File: config.mk
export PLATFORM = sky130hd
export DESIGN_NAME = uart_cmd_host
export DESIGN_NICKNAME = d
export VERILOG_FILES = /design/src/rtl/uart_cmd_host.sv
export SDC_FILE = /design/constraint.sdc
export NUM_CORES = 1
export LEC_CHECK = 0
export CORE_UTILIZATION = 55
export CTS_CLUSTER_DIAMETER = 40
export DETAILED_ROUTE_END_ITERATION = 16
export PLACE_DENSITY = 0.84
export SLEW_MARGIN = 0
export SYNTH_ARGS = -nofsm -noshare
export SYNTH_HDL_FRONTEND = slang
export SYNTH_SLANG_ARGS = --single-unit
File: constraint.sdc
create_clock -name clk -period 3.35 [get_ports clk]
set_input_delay 1.005 -clock clk [delete_from_list [all_inputs] [get_ports clk]]
set_output_delay 1.005 -clock clk [all_outputs]
set_load 0.01 [all_outputs]
File: src/rtl/uart_cmd_host.sv
// uart_cmd_host: serializes one host request into UART command frames and
// assembles the response bytes (with an inter-byte timeout) into rsp_data.
module uart_cmd_host #(
    parameter int DATA_WIDTH     = 8,
    parameter int RF_ADDR        = 4,
    parameter int TIMEOUT_CYCLES = 4096
) (
    input  logic                      clk,
    input  logic                      rst,
    input  logic                      req_valid,
    output logic                      req_ready,
    input  logic [1:0]                req_cmd,
    input  logic [RF_ADDR-1:0]        req_addr,
    input  logic [DATA_WIDTH-1:0]     req_data,
    input  logic [DATA_WIDTH-1:0]     req_op_a,
    input  logic [DATA_WIDTH-1:0]     req_op_b,
    input  logic [3:0]                req_fun,
    output logic [DATA_WIDTH-1:0]     tx_data,
    output logic                      tx_valid,
    input  logic                      tx_ready,
    input  logic [DATA_WIDTH-1:0]     rx_data,
    input  logic                      rx_valid,
    output logic                      rsp_valid,
    output logic [2*DATA_WIDTH-1:0]   rsp_data,
    output logic                      rsp_timeout,
    output logic                      busy
);
    localparam int TW = $clog2(TIMEOUT_CYCLES);
    localparam logic [1:0] CMD_WR  = 2'b00;
    localparam logic [1:0] CMD_RD  = 2'b01;
    localparam logic [1:0] CMD_ALU = 2'b10;

    typedef enum logic [1:0] {IDLE, SEND, WAIT_RSP, DONE} state_t;

    state_t                  state_q, state_d;
    logic [1:0]              cmd_q;
    logic [RF_ADDR-1:0]      addr_q;
    logic [DATA_WIDTH-1:0]   data_q, op_a_q, op_b_q;
    logic [3:0]              fun_q;
    logic [1:0]              idx_q, idx_d, rcnt_q, rcnt_d;
    logic [TW-1:0]           tcnt_q, tcnt_d;
    logic                    tflag_q, tflag_d;
    logic [2*DATA_WIDTH-1:0] buf_q, buf_d, rsp_q, rsp_d;
    logic [1:0]              last_idx, exp_bytes;
    logic [DATA_WIDTH-1:0]   hdr, frame, fun_byte, addr_byte;
    logic                    accept, expired;

    assign fun_byte  = DATA_WIDTH'(fun_q);
    assign addr_byte = DATA_WIDTH'(addr_q);
    assign hdr = cmd_q == CMD_WR  ? DATA_WIDTH'(8'hAA) :
                 cmd_q == CMD_RD  ? DATA_WIDTH'(8'hBB) :
                 cmd_q == CMD_ALU ? DATA_WIDTH'(8'hCC) : DATA_WIDTH'(8'hDD);
    assign frame = idx_q == 2'd0 ? hdr :
                   idx_q == 2'd1 ? (cmd_q[1] ? (cmd_q[0] ? fun_byte : op_a_q) : addr_byte) :
                   idx_q == 2'd2 ? (cmd_q[1] ? op_b_q : data_q) : fun_byte;
    assign last_idx  = cmd_q == CMD_WR ? 2'd2 : cmd_q == CMD_ALU ? 2'd3 : 2'd1;
    assign exp_bytes = cmd_q == CMD_WR ? 2'd0 : cmd_q == CMD_RD ? 2'd1 : 2'd2;
    // Expire when the counter would step onto TIMEOUT_CYCLES-1, so DONE lands
    // exactly TIMEOUT_CYCLES cycles after the last byte.
    assign expired = tcnt_q == TW'(TIMEOUT_CYCLES - 2);

    assign req_ready   = state_q == IDLE;
    assign accept      = req_valid && req_ready;
    assign tx_valid    = state_q == SEND;
    assign tx_data     = tx_valid ? frame : '0;
    assign rsp_valid   = state_q == DONE;
    assign rsp_timeout = rsp_valid && tflag_q;
    assign rsp_data    = rsp_q;
    assign busy        = state_q != IDLE;

    always_comb begin
        state_d = state_q;
        idx_d   = idx_q;
        rcnt_d  = rcnt_q;
        tcnt_d  = tcnt_q;
        tflag_d = tflag_q;
        buf_d   = buf_q;
        unique case (state_q)
            IDLE: if (req_valid) begin
                state_d = SEND;
                idx_d   = '0;
                buf_d   = '0;
                tflag_d = 1'b0;
            end
            SEND: if (tx_ready) begin
                idx_d = idx_q + 2'd1;
                if (idx_q == last_idx) begin
                    state_d = cmd_q == CMD_WR ? DONE : WAIT_RSP;
                    rcnt_d  = '0;
                    tcnt_d  = '0;
                end
            end
            WAIT_RSP: if (rx_valid) begin
                // An arriving byte always wins over a simultaneous expiry.
                rcnt_d = rcnt_q + 2'd1;
                tcnt_d = '0;
                if (rcnt_q == 2'd0) buf_d[DATA_WIDTH-1:0] = rx_data;
                else buf_d[2*DATA_WIDTH-1:DATA_WIDTH] = rx_data;
                if (rcnt_q + 2'd1 == exp_bytes) state_d = DONE;
            end else if (expired) begin
                state_d = DONE;
                tflag_d = 1'b1;
            end else begin
                tcnt_d = tcnt_q + 1'b1;
            end
            DONE: state_d = IDLE;
        endcase
        rsp_d = state_d == DONE ? buf_d : rsp_q;
    end

    always_ff @(posedge clk) begin
        if (rst) begin
            state_q <= IDLE;
            cmd_q   <= '0;
            addr_q  <= '0;
            data_q  <= '0;
            op_a_q  <= '0;
            op_b_q  <= '0;
            fun_q   <= '0;
            idx_q   <= '0;
            rcnt_q  <= '0;
            tcnt_q  <= '0;
            tflag_q <= 1'b0;
            buf_q   <= '0;
            rsp_q   <= '0;
        end else begin
            state_q <= state_d;
            idx_q   <= idx_d;
            rcnt_q  <= rcnt_d;
            tcnt_q  <= tcnt_d;
            tflag_q <= tflag_d;
            buf_q   <= buf_d;
            rsp_q   <= rsp_d;
            if (accept) begin
                cmd_q  <= req_cmd;
                addr_q <= req_addr;
                data_q <= req_data;
                op_a_q <= req_op_a;
                op_b_q <= req_op_b;
                fun_q  <= req_fun;
            end
        end
    end
endmodule

==> run summary, run 1 <==
The number of antenna violations at the first check in global routing was 0; the largest net degree at the start of global routing was 64. The total overflow left after global routing is 0. For the number of hold-slack violations in the final timing report, the log shows 0. The run finished with clean final reports.

For the number of buffers inserted by hold repair at cts, the log shows 0. The via count of the first global-routing pass was 3252; the height of the die was 85.7 um. The die covers 0.00735 mm^2. The number of warnings reported in the yosys synthesis log came out at 0. The library cell used most frequently in the layout, excluding fill and tap cells, is dfxtp_1. Leakage dissipation: 1.83 nW. In this run the remaining antenna-violating nets after routing total 0. Total power for the finished layout comes to 2.14 mW. The slew at the pin closest to its max-slew limit was 0.969 ns.

The time the final worst path needs with I/O delays and setup came out at 3.25 ns. The clock arrives with 0.00623 ns of skew. Using the TritonRoute via totals, the vias-per-cell ratio works out to 5.42.

The most critical setup path has its startpoint at cmd_q[1]. The clock network latency to the later pin of the worst-skew pair is 0.36 ns. Each instance of the synthesized netlist takes up on average 8.69 um^2.

The region available for standard cell placement spans 0.00679 mm^2. The root buffer cell is clkbuf_8. The number of maximum-capacitance constraint violations was 0; the critical path data required time was 2.34 ns. The effective utilization at floorplan was 56.8%; the number of flops mapped to enable cells by yosys was 0. After detailed routing, the average wire length per cell comes to 14.8 um.

The critical path in this run is classified as reg -> out. The most used flip-flop cell after synthesis is dfxtp_1. The number of clock buffers added by TritonCTS is 9. In the post-synthesis netlist, the biggest area contributors are dfxtp_1 44%, nand2_1 7.8%, a21oi_1 7.5%. For this run, asynchronously set or reset flops after synthesis account for 0%. The final worst-path cycle share is 97.0%, and the width of the die is 85.7 um. For this block, the via count after detailed routing is 3317. The clock passes through at most 2 buffers. In this run the cell area of the synthesized design comes to 0.00386 mm^2. The logs give 0 for the number of antenna diodes and 9060 um for the detailed-route wire length.

The tools report the type of element launching the critical path as a flop. The maximum frequency from static timing analysis is 308 MHz, and the flip-flop and latch count after synthesis is 85. Summed over all nets, the half-perimeter wirelength after detailed placement is 6330 um. Leaving out fill and tap cells, the most frequent cells in the layout are 81 x dfxtp_1, 80 x nand2_1, 73 x clkdlybuf4s50_1. The tools report the number of cells produced by synthesis as 444.

The synthesized netlist contains 49 unique library cells. The remaining design rule violation count is 0, and the post-synthesis net count is 497. For the data arrival time of the critical path, the log shows 2.24 ns.

STA classifies the critical path endpoint as a primary output. TritonCTS built the clock tree. The floorplan has 30 rows.

The synthesis-to-finish area growth was 26.9%. Highest net fanout along the worst path: 15. Sequential cells were found to cover 44.1% of the synthesized design area. Setup repair after global routing left no endpoint under its margin. For the first-pass GRT wire length, the log shows 15300 um. During placement, the flow inserted port buffers numbering 75. For the number of setup violations in the final report, the log shows 0. The worst pin sits at a relative slew slack of 34.9%. The worst vdd rail ir drop came out at 0.277 mV. The detailed-routing iteration count for the pre-antenna-repair pass came out at 4.

The startpoint identified for the worst register-to-register timing path is cmd_q[1]. In this run, the number of DRC markers left after iteration 0 of detailed routing was 209. The total power divided by cell area is 437 mW/mm^2, and the total negative setup slack is 0 ns. The run gives 564 as the count of nets after finishing. The biggest area contributor in the post-synthesis netlist is dfxtp_1.

Number of I/O pins: 76. The path class of the tightest hold or removal check is reg -> reg. Routability-driven placement congestion ratio: 0.911. The number of levels in the clock H-tree came out at 3.

The run gives 26.4% as the overall track demand over capacity in global routing. The tools report the total clock sinks as 85. The max-slew violation total from the final report is 0.

Share of Yosys cell area claimed by the top area cell type: 44.1%. Clock-pin slew was measured on the worst setup and hold paths at 0.08 ns. The startpoint identified for the worst hold timing path is data_q[5].

The share of cells above drive strength 1 was 9.69%.
-- routing by layer --
metal | vias to the layer above | wire length (um) | GRT usage [%]
li1 | 1659 | - | -
met1 | 1546 | 4080 | 35.0
met2 | 97 | 4390 | 43.9
met3 | 15 | 434 | 4.52
met4 | 0 | 154 | 8.79
met5 | - | 0 | 0
-- synthesized netlist by cell type (3+ instances only) --
| library cell | instances |
|---|---|
| a211oi_1 | 8 |
| a21oi_1 | 58 |
| a22o_1 | 16 |
| and2_1 | 6 |
| and3_1 | 5 |
| and3b_1 | 3 |
| buf_1 | 6 |
| buf_2 | 4 |
| buf_6 | 3 |
| clkbuf_1 | 11 |
| dfxtp_1 | 85 |
| ha_1 | 6 |
| inv_1 | 10 |
| mux2_2 | 5 |
| mux2_4 | 10 |
| mux2i_1 | 13 |
| nand2_1 | 80 |
| nand2b_1 | 3 |
| nand3_1 | 8 |
| nand3b_1 | 3 |
| nor2_1 | 31 |
| nor2b_1 | 17 |
| nor3_1 | 4 |
| o211ai_1 | 4 |
| o21a_1 | 3 |
| o21ai_0 | 8 |
| or3_1 | 3 |
| xor2_1 | 4 |
-- path summary, 6_finish.rpt --
kind / endpoint / slack (ns) / cells after the start
max: tx_data[3] / 0.10 / 5
min: data_q[5] / 0.46 / 2
max reg2reg: rsp_data[5] / 1.13 / 7
min reg2reg: data_q[5] / 0.46 / 2
-- flip-flops by register name, summed over array words and instances (netlist names), 4 cells and up --
| register | flops |
|---|---|
| tcnt_q | 12 |
| op_b_q | 8 |
| addr_q | 4 |
| op_a_q | 8 |
| fun_q | 4 |
| data_q | 8 |
| rsp_data | 16 |
| buf_q | 16 |
-- cell families (layout without fill, tap and decap cells) --
family / after synthesis / after routing / share of synthesized area, %
xor gates and xnor gates: 6 / 6 / 1.36
adders and majority gates: 6 / 6 / 1.95
buffers and inverters: 36 / 108 / 4.41
DFF: 85 / 85 / 44.1
and+or+nand+nor: 173 / 173 / 21.1
AOI/OAI and AO/OA: 109 / 109 / 18.1
muxes: 29 / 29 / 9.02
-- metrics by stage --
stage | util, % | cell area (um^2) | worst slack (ns) | std cells | hold WS, ns
3_5_place_dp | 68.3 | 4640 | 0.274 | 596 | 0.443
2_1_floorplan | - | 3860 | 0.854 | 444 | 0.432
3_3_place_gp | 68.3 | 4640 | 0.266 | 596 | 0.441
4_1_cts | 71.7 | 4870 | 0.0567 | 612 | 0.454
6_report | 72.0 | 4890 | 0.102 | 612 | 0.457
5_1_grt | 72.0 | 4890 | 0.0140 | 612 | 0.481
-- final cells by class --
class	instances	area [um^2]
fill	552	1900
sequential	85	1710
clock inverter	5	82.6
multi-input combinational	323	2010
inverter	10	37.5
clock buffer	11	141
tap	96	120
timing repair buffer	82	797
-- critical path, cell delays in order, from the launching register on --
cell and delay [ns]:
dfxtp_2 0.56, mux2i_1 0.37, a211oi_1 0.12, a211oi_1 0.27, nor2_1 0.07, clkdlybuf4s50_1 0.49
-- power breakdown --
group          switching [mW]  internal (mW)  leakage [nW]  total, mW
Clock                   0.375          0.444         0.114      0.818
Sequential             0.0288           1.04         0.692       1.07
Combinational           0.128          0.125          1.02      0.253
-- timing repair --
item | 4_1_cts | 5_1_grt
resized for setup | 4 | 5
buffers inserted | 0 | 0
endpoints found under the setup margin | 8 | 4
pin swaps | 0 | 0
Power figures use the tool's default switching activity.
==> inputs of run 2 (changes only) <==
CORE_UTILIZATION = 40   (was 55)
PLACE_DENSITY = unset   (was 0.84)
==> run summary, run 2 (synthesized netlist as in run 1, its figures left out) <==
The run finished with clean final reports. The type of element launching the critical path was a flop. Wires add up to 9600 um. The width of the die was 100 um; the number of setup violations in the final report was 0. Before antenna repair, the detailed router went through 5 iterations. For the worst-skew pair, the clock arrives at the later sink with an insertion delay of 0.35 ns. The run gives 306 MHz as the maximum frequency from static timing analysis. The worst setup path is captured at a primary output.

For the largest clock skew in the final design, the log shows 0.0109 ns. Summing all placed instances gives a cell area of 0.00469 mm^2. The total clock buffers created by CTS is 9.

TritonCTS built the clock tree. The relative slew slack was 35.7%. The worst hold path belongs to the class reg -> reg.

The final antenna-violating net count is 0. The number of antenna diodes in the final layout is 0. Counting instances, the worst hold path has a depth of 2. The leakage dissipation is 1.85 nW, and the clock transition at the register clock pins on the worst setup and hold paths after CTS is 0.09 ns. The tools report the number of buffers inserted by hold repair at cts as 0. The HPWL reported at the end of detailed placement is 6760 um, and the number of hold-slack violations in the final timing report is 0.

Row generation in the floorplan step produced 35 rows. The first global-routing pass estimated 15300 um of wire. The run gives 53.5% as the share of the core filled with cells.

The max-slew violation total from the final report is 0. Global routing used 19.6% of the available tracks. The total power divided by cell area was 445 mW/mm^2. The tools report the origin of the critical flop-to-flop path as cmd_q[1]. The synthesis-to-finish area growth is 28.9%.

The cell depth of the worst flop-to-flop path works out to 7. Entering global routing, the biggest net connects 36 pins. The height of the die came out at 100 um. The library cells used most frequently in the layout, excluding fill and tap cells, are 81 x dfxtp_1, 80 x nand2_1, 73 x clkdlybuf4s50_1. For this run, design rule violations remaining after detail routing come to 0.

The critical path is of the reg -> out type. Number of design-rule violations left by the first detailed-router iteration: 184. The clock passes through at most 2 buffers. Overall power consumption after layout is estimated at 2.21 mW. Setup repair after global routing left no endpoint under its margin. Summing over every cut layer, the via total after detailed routing is 3331. The number of vias per cell was 5.16; the count of nets after finishing was 565. The logs give 0.292 ns for the worst-case setup slack after placement and 3087 for the via count of the first global-routing pass. For the post-route standard cell area excluding fillers, the log shows 0.00497 mm^2. The tools report the start point of the critical path as idx_q[0]. The number of placed instances, taps included, is 630. The count of cells resized by post-cts repair was 3; the worst hold slack after final layout was 0.455 ns. After layout, the worst path uses 97.5% of the clock period. At the pin with the least slew margin, the transition time is 0.957 ns. The worst vdd rail ir drop was 0.279 mV; the critical path data required time was 2.34 ns. The logs give 0 for the number of antenna violations at the first check in global routing and 0.0100 mm^2 for the total die area.

The share of cells above drive strength 1 is 9.86%, and the total clock sinks is 85. The average detailed-routed wire length per instance came out at 14.9 um. After clock tree synthesis, the setup repair step added 0 buffers. In this run the worst path has a maximum fanout of 9. For the core region area, the log shows 0.00928 mm^2. After layout, the worst setup slack is 0.0846 ns. STA puts the critical path data arrival time at 2.26 ns. Across the run, the number of max-cap violations was 0. The tools report the routability-driven placement congestion ratio as 0.894. The library cell used most frequently in the layout, excluding fill and tap cells, is dfxtp_1. The root buffer cell was clkbuf_8.

The worst path needs 3.27 ns of the cycle, external delays included. The H-tree was split into 3 levels. The count of buffers inserted at the top-level ports is 75, and the effective utilization at floorplan is 41.5%. The total negative setup slack is 0 ns. 76 I/O pins were placed. The hold path startpoint was tflag_q.

The finished layout holds 646 standard cells, fillers aside. After global routing the overflow that remains totals 0.
-- run 2: worst paths after layout --
check,to,slack [ns]
setup / recovery,tx_data[1],0.08
hold / removal,tflag_q,0.45
setup reg to reg,rsp_data[5],1.11
hold reg to reg,tflag_q,0.45
-- run 2: metal layers --
| layer | part of all wire, % | GRT usage, % | vias to the layer above |
|---|---|---|---|
| met5 | 0 | 0 | - |
| met4 | 1.2 | 5.02 | 0 |
| met3 | 6.3 | 5.22 | 11 |
| met2 | 44 | 30.1 | 110 |
| met1 | 49 | 27.2 | 1543 |
| li1 | - | - | 1667 |
-- run 2: critical path, stage by stage, from the launching register on --
cell and delay [ns]:
dfxtp_2 0.38, inv_1 0.13, ha_4 0.21, nor2_1 0.05, a211oi_1 0.21, a211oi_1 0.08
a211oi_1 0.25, clkdlybuf4s50_1 0.60
-- run 2: power by group --
| group | total [mW] | internal (mW) | switching, mW |
|---|---|---|---|
| Sequential | 1.07 | 1.04 | 0.0280 |
| Clock | 0.890 | 0.519 | 0.371 |
| Combinational | 0.257 | 0.127 | 0.130 |
| Total | 2.21 | 1.68 | 0.529 |
-- run 2: area by class of cell --
type	count	area, um^2
fillers	887	4310
repair buffers	83	808
clock buffers	11	141
multi-input cells	323	2010
inverters	10	37.5
clock inverters	5	106
flip-flops and latches	85	1710
well taps	129	161
==> inputs of run 3 (changes only) <==
TNS_END_PERCENT = 50   (was unset)
clock period = 3.19 ns   (was 3.35 ns; I/O delays follow)
==> run summary, run 3 (synthesized netlist as in run 1, its figures left out) <==
Setup repair after global routing could not meet its margin everywhere. For the area taken by flip-flops and latches, the log shows 0.00171 mm^2. The first detailed-routing pass ran for 4 iterations.

After the last flow step, the layout net total stands at 567. After clock tree synthesis, the clock-pin slew on the worst setup and hold paths is 0.08 ns. The number of design-rule violations left by the first detailed-router iteration is 160, and the HPWL reported at the end of detailed placement is 6820 um.

At the pin with the least slew margin, the transition time is 0.891 ns. The average detailed-routed wire length per instance came out at 14.8 um. The worst hold slack after final layout is 0.460 ns.

The post-route netlist has 10.6% of its cells at a drive strength greater than 1. The total power divided by cell area works out to 443 mW/mm^2. STA classifies the critical path endpoint as a primary output. The run gives 2.20 mW as the overall power consumption. After detailed routing, the number of remaining DRC violations is 0.

In this run the count of I/O pins placed on the die edge is 76. The run finished with clean final reports. In this run the remaining antenna-violating nets after routing total 0.

The floorplan row count is 35, and the final worst-path cycle share is 96.3%. For the worst setup path, the data required time is 2.23 ns. At the end of routability-driven placement, the weighted congestion stood at 0.829.

Between clock sinks in the finished design, the worst skew comes to 0.0118 ns. TritonCTS built the clock tree. The tools report the overall via count from detail_route as 3331. Setup violations remaining at the end of the flow were counted as 0. After filler insertion, the fill cell instance count of the layout stands at 916. For the number of antenna diodes, the log shows 0.

In the layout the commonest cells are 80 x nand2_1, 80 x dfxtp_1, 71 x clkdlybuf4s50_1. The clock tree synthesis step divided the H-tree into 3 levels. Measured along the x axis, the die boundary spans 100 um. Based on the critical path, the design can be clocked at up to 325 MHz.

The run gives 0 as the number of hold-slack violations in the final timing report. The floorplan step set the die height to 100 um. The largest net degree at the start of global routing is 48. STA classifies the critical path startpoint as a flop. After layout, the minimum clock period comes to 3.07 ns. The count of buffers inserted at the top-level ports is 75.

The critical path is of the reg -> out type. The worst hold path was traced through 2 stages. The later pin in the worst-skew pair is clocked with a latency of 0.34 ns. Across the run, the number of max-cap violations was 0. In this run the static leakage power is 1.86 nW. Synthesis-to-finish area growth: 28.6%. In this run the worst path has a maximum fanout of 10.

The worst vdd rail ir drop was 0.253 mV; the number of buffers inserted by hold repair at cts was 0. Number of vias per cell: 5.16. The total overflow left after global routing is 0. The data arrival time of the critical path was 2.12 ns; the detailed-route wire length was 9590 um. The max-slew violation total from the final report is 0. The logs give 19.8% for the overall track demand over capacity in global routing and 3247 for the via count of the first global-routing pass. The clock passes through at most 2 buffers. Type of the most critical hold path: reg -> reg. The total clock sinks came out at 85. After floorplanning, the core was sized to cover 0.00928 mm^2.

The first global-routing pass estimated 15600 um of wire. The cell depth of the worst flop-to-flop path works out to 6. The tools report the root buffer cell as clkbuf_8.

The effective utilization at floorplan is 41.5%. The number of antenna violations at the first check in global routing is 0, and the total clock buffers created by CTS is 9. The die covers 0.0100 mm^2.

Measured against its own limit, the worst slew margin works out to 40.2%. The tools report the combined area of the multi-input logic cells as 0.00202 mm^2.
[run 3: cell count changes in the layout (fill, tap and decap cells not counted), moves of 2 or more]
cell	before	now
buf_4	8	10
dfxtp_4	0	2
clkdlybuf4s50_1	73	71
clkinv_2	0	2
[run 3: worst paths after layout]
kind,from,to,slack (ns)
worst max register to register,state_q[1],rsp_data[4],1.02
worst min register to register,tflag_q,tflag_q,0.46
worst max-delay path,idx_q[1],tx_data[4],0.12
worst min-delay path,tflag_q,tflag_q,0.46
[run 3: metrics by stage]
step           util (%)  worst slack (ns)  cells  setup TNS [ns]  area [um^2]
2_1_floorplan         -             0.742    444               0         3860
3_3_place_gp       50.7             0.207    632               0         4710
3_5_place_dp       50.7             0.171    632               0         4710
4_1_cts            53.0            0.0174    646               0         4920
5_1_grt            53.4           -0.0121    646         -0.0237         4960
6_report           53.4             0.117    646               0         4960
[run 3: final cells by class]
class,instances,share of cell area [%]
flip-flops and latches,85,34.6
repair buffers,85,16.6
well taps,129,3.26
clock inverters,5,1.56
clock buffers,9,2.50
multi-input cells,323,40.7
inverters,10,0.757
[run 3: worst max-delay path: stages (launching register included)]
cell and delay (ns):
dfxtp_4 0.39, inv_1 0.08, ha_4 0.20, and3_1 0.23
a21oi_1 0.15, o21ai_0 0.08, and2_1 0.16, clkdlybuf4s50_1 0.48
[run 3: power by group]
part	internal, mW	switching, mW
sequential	1.09	0.0292
combinational	0.135	0.138
clock	0.430	0.374
total	1.66	0.541
[run 3: repair_timing]
| item | 4_1_cts | 5_1_grt |
|---|---|---|
| buffers inserted | 0 | 0 |
| resized for setup | 7 | 9 |
| setup endpoints to repair | 8 | 6 |
[run 3: metal layers]
metal  vias to the layer above  track usage [%]  routed length [um]
met3                        10             4.32                 530
met2                        89             31.6                4340
met1                      1562             26.4                4620
met4                         0             7.13                  97
li1                       1670                -                   -
met5                         -                0                   0
